### config.mk
export PLATFORM = sky130hd
export DESIGN_NAME = stream_unpack
export DESIGN_NICKNAME = d
export VERILOG_FILES = /design/src/rtl/stream_unpack.sv
export SDC_FILE = /design/constraint.sdc
export NUM_CORES = 1
export LEC_CHECK = 0
export BUFFER_PORTS_ARGS = -buffer_cell sky130_fd_sc_hd__buf_2
export CAP_MARGIN = 25
export CORE_MARGIN = 2
export CORE_UTILIZATION = 40
export CTS_CLUSTER_DIAMETER = 120
export CTS_CLUSTER_SIZE = 8
export DETAILED_ROUTE_END_ITERATION = 8
export SLEW_MARGIN = 20
export SYNTH_ARGS = -nofsm -noshare
export SYNTH_HDL_FRONTEND = slang
export SYNTH_SLANG_ARGS = --single-unit
### constraint.sdc
create_clock -name clk -period 5.6 [get_ports clk]
set_clock_uncertainty 0.2 [all_clocks]
set_input_delay 1.12 -clock clk [delete_from_list [all_inputs] [get_ports clk]]
set_output_delay 1.12 -clock clk [all_outputs]
set_load 0.03 [all_outputs]
### src/rtl/stream_unpack.sv
// stream_unpack: splits each wide valid/ready word into RATIO narrow beats, least-significant beat first.
// Define STREAM_UNPACK_PARTIAL_EN to add in_count, which lets a word carry fewer than RATIO beats.
module stream_unpack #(
    parameter int NARROW = 8,
    parameter int RATIO = 4,
    localparam int CW = $clog2(RATIO)
) (
    input  logic                     clk,
    input  logic                     rst_n,
    input  logic [NARROW*RATIO-1:0]  in_data,
`ifdef STREAM_UNPACK_PARTIAL_EN
    input  logic [CW-1:0]            in_count,
`endif
    input  logic                     in_valid,
    output logic                     in_ready,
    output logic [NARROW-1:0]        out_data,
    output logic                     out_valid,
    output logic                     out_last,
    input  logic                     out_ready
);
    typedef enum logic {IDLE, BUSY} state_t;
    state_t state;
    logic [NARROW*RATIO-1:0] holding;
    logic [CW-1:0] cnt, rem, load_rem;
    logic load;
`ifdef STREAM_UNPACK_PARTIAL_EN
    assign load_rem = in_count;
`else
    assign load_rem = CW'(RATIO - 1);
`endif
    assign out_valid = state == BUSY;
    assign out_data  = holding[NARROW-1:0];
    assign out_last  = out_valid & (rem == '0);
    // A word can load in the same cycle the previous word's last beat leaves.
    assign in_ready  = rst_n & (state == IDLE | (out_valid & out_ready & out_last));
    assign load      = in_valid & in_ready;
    always_ff @(posedge clk or negedge rst_n) begin
        if (!rst_n) begin
            state   <= IDLE;
            holding <= '0;
            cnt     <= '0;
            rem     <= '0;
        end else if (load) begin
            state   <= BUSY;
            holding <= in_data;
            cnt     <= '0;
            rem     <= load_rem;
        end else if (out_valid & out_ready) begin
            if (out_last) begin
                state <= IDLE;
            end else begin
                holding <= holding >> NARROW;
                cnt     <= cnt + CW'(1);
                rem     <= rem - CW'(1);
            end
        end
    end
endmodule
**After elaboration in Yosys (flattened, before gate mapping)**

Cells that the tools add are included.

- Word-level logic and storage cells: 26
- Flip-flop bits (word level): 35
- Output and inout bits: 11
- Bits of input ports: 36

- $add $sub $neg: 1
- Reductions and logical operators: 5
- Bitwise operators: 7
- Eq/ne operators: 1
- Mux-type cells: 9

Operators with widths:

| operator | count |
|---|---|
| 32-bit 2-to-1 mux | 3 |
| 2-bit 2-to-1 mux | 3 |
| 1-bit bitwise AND | 5 |
| 2-bit AND reduction | 2 |
| 2-bit nonzero test | 2 |
| 1-bit 2-to-1 mux | 3 |
| 2-bit zero test | 1 |
| 2-bit by 1-bit != test with 1-bit output, second input constant | 1 |
| 2-bit by 1-bit subtractor with 2-bit output, second input constant | 1 |
| 1-bit NOT | 1 |
| 1-bit bitwise OR | 1 |

**Longest topological paths before layout**

- Word-level depth: 8
- Gate-level depth with buffers: 7
- Mapped depth without buffers: 5

**Worst setup path after synthesis**

OpenSTA, ideal clock, no wires.

- Path type: input-to-output
- Start point: input port out_ready
- End point: output port in_ready
- Cell stages on the path: 2
- Slack: 2.701 ns
- Required time: 4.280 ns
- Arrival time: 1.579 ns
- Buffers on the path: 0
- Path through: a21bo_2 > and2_1

- Word-level cells in the longest chain between the ends: 4

RTL lines:

| element | RTL line | text |
|---|---|---|
| start: declaration | 19 | `input logic out_ready` |
| 1-bit bitwise AND (2 in series) | 35 | `assign in_ready = rst_n & (state == IDLE \| (out_valid & out_ready & out_last));` |
| 1-bit bitwise OR | 35 |  |
| 1-bit bitwise AND | 35 |  |
| end: declaration | 15 | `output logic in_ready,` |

Every way passes these cells.

**Worst setup path after layout**

- Start point: input port rst_n
- End point: output port in_ready

- Word-level cells in the longest chain between the ends: 1

RTL lines:

| element | RTL line | text |
|---|---|---|
| start: declaration | 9 | `input logic rst_n,` |
| 1-bit bitwise AND | 35 |  |

Every way passes these cells.

==> results.cfg <==
[sta]
report.final.slew_viol_count = 0
fin_crit_sh_pct = 62.7
finalSetupTns_ps = 0
rsz0062_at_grt = no
relSlewSlack_pct = 43.6
fmax_mhz = 285
timing.final.crit_period_ps = 3510
setup_viol = 0
hold_viol_final = 0
max_slew.worst_pin.slew_ps = 846
fin_ws_ps = 2090

[outcome]
status = finished, final reports clean

[critical_path]
crit_path_top_delay_cell = buf_2
critPathMaxFanout = 37
worstPathCellList = buf_2, and2_1, buf_2
cp_data_required_time_ps = 4280
crit_path_end_kind = output port
r2r_slack_ps = 3370
setup.worst_path.class = in -> out
crit_path_max_incr_delay_ps = 640
cp_common_cell = buf_2
start_kind = input port
ff2ff_path_depth = 5
cp.arrival_ps = 2190

[floorplan]
start_util_pct = 41.2
core_area_sq_um = 4660
pin_count = 47
row_count = 25
die-area_sq_um = 5360
die_y_um = 73.2
die_x_um = 73.2

[routing]
vias_per_cell = 4.64
drt_first_pass_iters = 4
vias = 1054
drc_errors = 0
wl_per_cell_um = 14.0
detail-route-antenna-nets = 0
drt_wl_total_um = 3190
dr.first_iter.drc_count = 53

[synth]
synth-seq-cells = 35
ys_types = 18
seq_area_frac_synth_pct = 45.7
synth_nets = 171
avgSynthCellArea_sq_um = 14.3
netlist_area_sq_um = 1920
ys_warn_count = 0
syn_inst = 134

[clocking]
cts_max_path_buffers = 2
clock_latency_ps = 280
clock-root-buffer = clkbuf_8
cts_tree = done
cts_hold_buffers = 0
clkSinkCount = 35
cts_resized = 0
cts_setup_buffers = 0
clk_pin_slew_ps = 60
numCtsBuffers = 5
htreeDepth = 2

[min_path]
hold_class = reg -> reg
worstHoldPathCells = 2

[final_layout]
drive_above_1_share_pct = 60.1
fin_nets = 210
fillCellCount = 426
antenna_cells = 0
multi_input_area_sq_um = 887
regArea_sq_um = 876
syn_to_final_growth_pct = 14.0
fin_area_sq_um = 2190

[pwr]
p_leak_nw = 1.25
ir_worst_vdd_v = 0.000162
powerDensity_nw_per_um2 = 553

[place]
dpl.hpwl_um = 2190
io_buffers = 46
gp_congestion = 0.789
place_ws_ps = 2030
placed_area_sq_um = 2100

[global_route]
antenna_found_initial = 0
grt_first_pass_wirelength_um = 5330
grt_max_degree = 38
grt_pass1_vias = 1158
overflow = 0
track_usage_pct = 13.2

[job]
cap_violations = 0
-- critical path, delay by kind of cell --
family,cells,cell delay [ps]
buffers and inverters,2,840
AND/OR/NAND/NOR,1,220
-- state kept, by name, indices dropped and copies added (netlist names) --
signal     count
rem            2
holding       32
out_valid      1
-- metrics by stage --
step           cells  util (%)  power (mW)  hold slack (ps)
6_report         227      46.9        1.21              314
5_1_grt          227      46.9        1.29              345
4_1_cts          227      46.9        1.23              314
3_5_place_dp     220      45.0        1.04              300
3_3_place_gp     220      45.0        1.01              292
2_1_floorplan    134         -       0.976              277
-- cell usage after synthesis --
cell	n	area [sq um]
nand3b_4	1	20.0
dfrtp_1	35	876
buf_2	1	5.00
mux2_2	11	124
buf_6	4	45.0
xnor2_1	1	8.76
inv_1	10	37.5
and2_2	1	7.51
mux2_1	1	11.3
nand2_1	11	41.3
a21bo_2	1	10.0
mux2_4	36	541
mux2i_1	8	80.1
o211ai_1	1	7.51
nand3_4	1	17.5
and2_1	1	6.26
ha_1	1	12.5
buf_4	9	67.6
-- kinds of logic (layout without fill, tap and decap cells) --
group                      Yosys count  count (layout)  share of synthesized area, %
DFF                                 35              35                          45.7
and+or+nand+nor                     15              15                          4.83
adders and majority gates            1               1                         0.652
muxes                               56              56                          39.4
buffers and inverters               24              63                          8.09
AOI/OAI and AO/OA                    2               2                         0.913
xor gates and xnor gates             1               1                         0.457
-- metal layers --
layer / vias to the layer above / track usage (%) / share of wire (%)
li1: 527 / - / -
met1: 493 / 17.0 / 46
met2: 30 / 20.2 / 48
met3: 4 / 4.56 / 5.0
met4: 0 / 5.35 / 1.1
met5: - / 0 / 0
-- path summary, 6_finish.rpt --
kind	from	endpoint
max	rst_n	in_ready
min	rem[1]	rem[1]
max reg2reg	rem[0]	holding[12]
min reg2reg	rem[1]	rem[1]
max in group asynchronous	rst_n	holding[27]
min in group asynchronous	rst_n	holding[11]
-- report_power, final --
part           internal (mW)  switching (mW)
clock network         0.0964          0.0841
registers              0.372          0.0625
logic                  0.350           0.243
total                  0.819           0.390
-- cells in the final DEF, fill, tap and decap left out --
cell type / n
nand3b_4: 1
mux2_4: 36
nand2_1: 11
and2_1: 1
o211ai_1: 1
ha_1: 1
buf_2: 46
dfrtp_1: 35
clkinv_2: 1
clkbuf_8: 6
mux2_2: 11
mux2_1: 1
nand3_4: 1
inv_1: 10
a21bo_2: 1
and2_2: 1
xnor2_1: 1
mux2i_1: 8
-- area by class of cell --
class                   count  share of cell area, %
multi-input cells          75                   40.6
flip-flops and latches     35                   40.1
repair buffers             46                   10.5
clock buffers               6                   3.78
well taps                  54                   3.09
inverters                  10                   1.72
clock inverters             1                  0.229
Note: power is estimated with default switching activity, not from simulation.
